<file path="config.mk">
export PLATFORM = sky130hd
export DESIGN_NAME = maxpool_2x2_6_channel
export DESIGN_NICKNAME = d
export VERILOG_FILES = /design/src/rtl/maxpool_2x2_6_channel.sv
export SDC_FILE = /design/constraint.sdc
export NUM_CORES = 2
export LEC_CHECK = 0
export BUFFER_PORTS_ARGS = -buffer_cell sky130_fd_sc_hd__buf_2
export CAP_MARGIN = 15
export CORE_ASPECT_RATIO = 0.5
export CORE_MARGIN = 4
export CORE_UTILIZATION = 40
export DETAILED_ROUTE_END_ITERATION = 16
export SYNTH_ARGS = -nofsm -noshare
export SYNTH_HDL_FRONTEND = slang
export SYNTH_SLANG_ARGS = --single-unit
export TNS_END_PERCENT = 30
</file>
<file path="constraint.sdc">
create_clock -name clk -period 18.46 [get_ports clk]
set_clock_uncertainty 0.15 [all_clocks]
set_input_delay 2.769 -clock clk [delete_from_list [all_inputs] [get_ports clk]]
set_output_delay 2.769 -clock clk [all_outputs]
set_load 0.02 [all_outputs]
</file>
<file path="src/rtl/maxpool_2x2_6_channel.sv">
// Streaming 2x2 / stride-2 max-pool over 6 independent channels.
// Valid-only handshake, one pixel per cycle, no backpressure.
// Odd trailing columns and rows are consumed but never pooled (floor semantics).
module maxpool_2x2_6_channel #(
    parameter int IMG_Width  = 4,
    parameter int IMG_Height = 4,
    parameter int Datawidth  = 32,
    parameter int Compare_FP = 1
) (
    input  logic                 clk,
    input  logic                 rst,
    input  logic                 valid_in,
    input  logic [Datawidth-1:0] In_0,
    input  logic [Datawidth-1:0] In_1,
    input  logic [Datawidth-1:0] In_2,
    input  logic [Datawidth-1:0] In_3,
    input  logic [Datawidth-1:0] In_4,
    input  logic [Datawidth-1:0] In_5,
    output logic                 valid_out,
    output logic [Datawidth-1:0] Out_0,
    output logic [Datawidth-1:0] Out_1,
    output logic [Datawidth-1:0] Out_2,
    output logic [Datawidth-1:0] Out_3,
    output logic [Datawidth-1:0] Out_4,
    output logic [Datawidth-1:0] Out_5
);

    localparam int unsigned NCH  = 6;
    localparam int unsigned LB_N = IMG_Width / 2;
    localparam int unsigned CW   = $clog2(IMG_Width);
    localparam int unsigned RW   = $clog2(IMG_Height);
    localparam int unsigned LBW  = (LB_N > 1) ? $clog2(LB_N) : 1;

    logic [CW-1:0]        r_col;
    logic [RW-1:0]        r_row;
    logic                 r_valid;
    logic [Datawidth-1:0] r_hold [NCH];
    logic [Datawidth-1:0] r_out  [NCH];
    logic [Datawidth-1:0] r_lb   [LB_N][NCH];

    logic [Datawidth-1:0] w_in   [NCH];
    logic [Datawidth-1:0] w_pair [NCH];
    logic [Datawidth-1:0] w_quad [NCH];
    logic [LBW-1:0]       w_lb_idx;
    logic                 w_col_last;
    logic                 w_row_last;

    // Order-preserving unsigned key for IEEE-754 bit patterns (-0.0 sorts below +0.0)
    function automatic logic [Datawidth-1:0] f_key(input logic [Datawidth-1:0] x);
        return x[Datawidth-1] ? ~x : (x ^ {1'b1, {(Datawidth-1){1'b0}}});
    endfunction

    // Larger of two samples; on a tie the earlier operand a wins
    function automatic logic [Datawidth-1:0] f_max(input logic [Datawidth-1:0] a,
                                                   input logic [Datawidth-1:0] b);
        logic b_gt;
        if (Compare_FP != 0) b_gt = f_key(b) > f_key(a);
        else                 b_gt = $signed(b) > $signed(a);
        return b_gt ? b : a;
    endfunction

    assign w_in[0] = In_0;
    assign w_in[1] = In_1;
    assign w_in[2] = In_2;
    assign w_in[3] = In_3;
    assign w_in[4] = In_4;
    assign w_in[5] = In_5;

    assign w_lb_idx   = LBW'(r_col >> 1);
    assign w_col_last = (r_col == CW'(IMG_Width - 1));
    assign w_row_last = (r_row == RW'(IMG_Height - 1));

    // Horizontal pair max and full 2x2 window max per channel
    always_comb begin
        for (int k = 0; k < NCH; k++) begin
            w_pair[k] = f_max(r_hold[k], w_in[k]);
            w_quad[k] = f_max(r_lb[w_lb_idx][k], w_pair[k]);
        end
    end

    // Raster counters, horizontal hold, pooled output and valid pulse
    always_ff @(posedge clk) begin
        if (rst) begin
            r_col   <= '0;
            r_row   <= '0;
            r_valid <= 1'b0;
            for (int k = 0; k < NCH; k++) begin
                r_hold[k] <= '0;
                r_out[k]  <= '0;
            end
        end else begin
            r_valid <= 1'b0;
            if (valid_in) begin
                if (w_col_last) begin
                    r_col <= '0;
                    r_row <= w_row_last ? '0 : r_row + RW'(1);
                end else begin
                    r_col <= r_col + CW'(1);
                end
                for (int k = 0; k < NCH; k++) begin
                    if (!r_col[0])     r_hold[k] <= w_in[k];
                    else if (r_row[0]) r_out[k]  <= w_quad[k];
                end
                r_valid <= r_col[0] & r_row[0];
            end
        end
    end

    // Line buffer holds the top-row pair max for each pooled column
    always_ff @(posedge clk) begin
        if (valid_in && r_col[0] && !r_row[0]) begin
            for (int k = 0; k < NCH; k++) r_lb[w_lb_idx][k] <= w_pair[k];
        end
    end

    assign valid_out = r_valid;
    assign Out_0     = r_out[0];
    assign Out_1     = r_out[1];
    assign Out_2     = r_out[2];
    assign Out_3     = r_out[3];
    assign Out_4     = r_out[4];
    assign Out_5     = r_out[5];

endmodule

</file>
==> flow_metrics.tcl <==
set metrics [dict create \
    worst_pin_slew_ps 1220 \
    overflow 0 \
    fin_nets 5238 \
    dp_hpwl_mm 95.4 \
    relSlewSlack 0.186 \
    die_x_um 506 \
    cts_root_buffer "clkbuf_16" \
    synth_seq_area_share 0.468 \
    syn-cell-area_um2 49500 \
    min_period_ps 9480 \
    setup_tns_ps 0 \
    fillers 11245 \
    power.leakage_nw 22.4 \
    tritoncts "done" \
    dieArea_um2 130000 \
    path_max_fanout 33 \
    layout_common_cells "edfxtp_1 (768), buf_2 (387), ha_1 (386)" \
    mappedNetlistNets 4977 \
    min_period_over_period 0.514 \
    wl_mm 150 \
    firstDrtPassIters 6 \
    layout_commonest_cell "edfxtp_1" \
    track_usage 0.223 \
    crit_path_start_kind "primary input" \
    drive_gt1_frac 0.178 \
    ir_worst_vdd_uv 68.8 \
    synthFlopType "edfxtp_1" \
    clk_path_buf_depth 3 \
    cts_made_buffers 79 \
    max_freq_mhz 105 \
    critPathKind "primary input to flop" \
    gp_routability_congestion 0.891 \
    synth_area_leader_cell "edfxtp_1" \
    multi_input_area_um2 24500 \
    core_area_um2 122000 \
    ys_types 63 \
    p_switching_w 0.00185 \
    power_density_nw_per_um2 97.8 \
    vias_per_cell 5.72 \
    ant_nets 0 \
    p_int_w 0.00360 \
    grt_max_degree 151 \
    maxCapViolations 0 \
    rsz0062_at_grt "no" \
    seq_area_um2 23200 \
    first_iter_violations 3280 \
    grt_pass1_wl_mm 227 \
    yosysWarningCount 0 \
    cts_resized 0 \
    antenna_found_initial 27 \
    synth_cells 4396 \
    path_clk_slew_ps 60 \
    wl_per_cell_um 23.5 \
    synth-edff-count 768 \
    hold_class "flop to flop" \
    clkSinkCount 774 \
    status "complete, no violations" \
    postSynth.asyncResetShare 0 \
    hold_buffers 0 \
    power_frac_seq 0.387 \
    clockPowerShare 0.310 \
    area_growth_pct 12.5 \
    required_ps 18710 \
    comb_power_share 0.303 \
    drc_errors 0 \
    ios 388 \
    report.final.slew_viol_count 0 \
    yosys.area.top_type_share 0.466 \
    swShare 0.340 \
    grt_pass1_vias 37464 \
    port_buffers 387 \
    post_cts_buffers 0 \
    start_util 0.407 \
    htreeDepth 3 \
    fp.dieH_um 257 \
    ys_ff_latch 774 \
    synth_area_leaders "edfxtp_1 (47%), ha_1 (9.7%), xnor2_1 (6.5%)" \
    setup_viol 0 \
    endpoint_kind "flop" \
    num_rows 90 \
    clkLatencyLatePin_ps 700 \
    crit_arrival_ps 9740 \
    avgSynthCellArea_um2 11.3 \
    vias 36509 \
    p_total_w 0.00545 \
    final-hold-violation-count 0 \
]
==> power by group through the flow <==
stage          logic (W)  registers, W  clock network (W)
6_report         0.00165       0.00211            0.00169
2_1_floorplan    0.00116       0.00217                  0
3_5_place_dp     0.00163       0.00215                  0
5_1_grt          0.00181       0.00212            0.00180
4_1_cts          0.00164       0.00211            0.00172
3_3_place_gp     0.00159       0.00214                  0
==> Yosys cell counts, drive strengths merged (20+ instances only) <==
master  instances
a31oi         192
nand3         226
buf           131
ha            386
xnor2         366
nor2           42
inv           203
nand2         285
nand4          92
clkbuf        151
o31ai         198
o21ai         240
xor2          192
nor3           20
and2          192
edfxtp        768
a21oi         153
mux2          186
mux2i         193
==> worst max-delay path, cell delays in order <==
cell,delay [ps]
buf_2,760
xnor2_1,220
inv_1,70
ha_1,310
nand4_1,180
or4_1,580
nor2_1,340
o31a_2,910
nor2_4,0
buf_4,320
mux2i_1,190
ha_1,350
nand4_1,180
a2111o_1,420
a311oi_4,300
buf_4,490
or2_1,610
buf_4,450
a31oi_1,180
==> kinds of logic after synthesis <==
family	after synthesis	synth area share
adder cells (fa/ha/maj)	386	0.0975
AND/OR/NAND/NOR	923	0.0966
flip-flops	774	0.468
buffers and inverters	485	0.0439
AO/OA/AOI/OAI	891	0.114
XOR/XNOR	558	0.0986
multiplexers	379	0.0813
==> layout make-up <==
cell class	count	area share
sequential	774	0.416
timing repair buffer	462	0.0454
tap	1656	0.0372
antenna	14	0.000629
inverter	203	0.0137
clock inverter	53	0.0109
clock buffer	89	0.0362
multi-input combinational	3137	0.440
==> per-layer routing <==
layer  wire, um  up-vias  GRT usage
li1           -    16878          -
met1      64700    18170      0.290
met2      73100     1208      0.381
met3       7810      247     0.0306
met4       4680        6     0.0815
met5         34        -          0
==> path summary, 6_finish.rpt <==
path                      start  slack, ps  cells past startpoint            to
setup / recovery       In_0[31]       8980                     19  r_out[0][14]
hold / removal         r_row[1]        320                      2      r_row[1]
setup reg to reg  r_hold[4][31]      10920                     17   r_out[4][2]
hold reg to reg        r_row[1]        320                      2      r_row[1]
==> metrics by stage <==
stage,hold slack (ps),instance area (um2),setup WS (ps),util,instances
global placement,297,53000,8470,0.436,6231
finish,316,55700,8980,0.458,6388
detailed placement,311,53100,8430,0.436,6232
floorplan,290,49500,353,-,4396
global route,337,55700,8650,0.458,6386
CTS,319,55700,9160,0.457,6374
==> sequential cells by signal, indices dropped and copies added (netlist names), named ones only <==
register   cells
valid_out      1
r_col          2
r_hold       192
r_out        192
r_row          2
r_lb         384
Power figures use the tool's default switching activity.
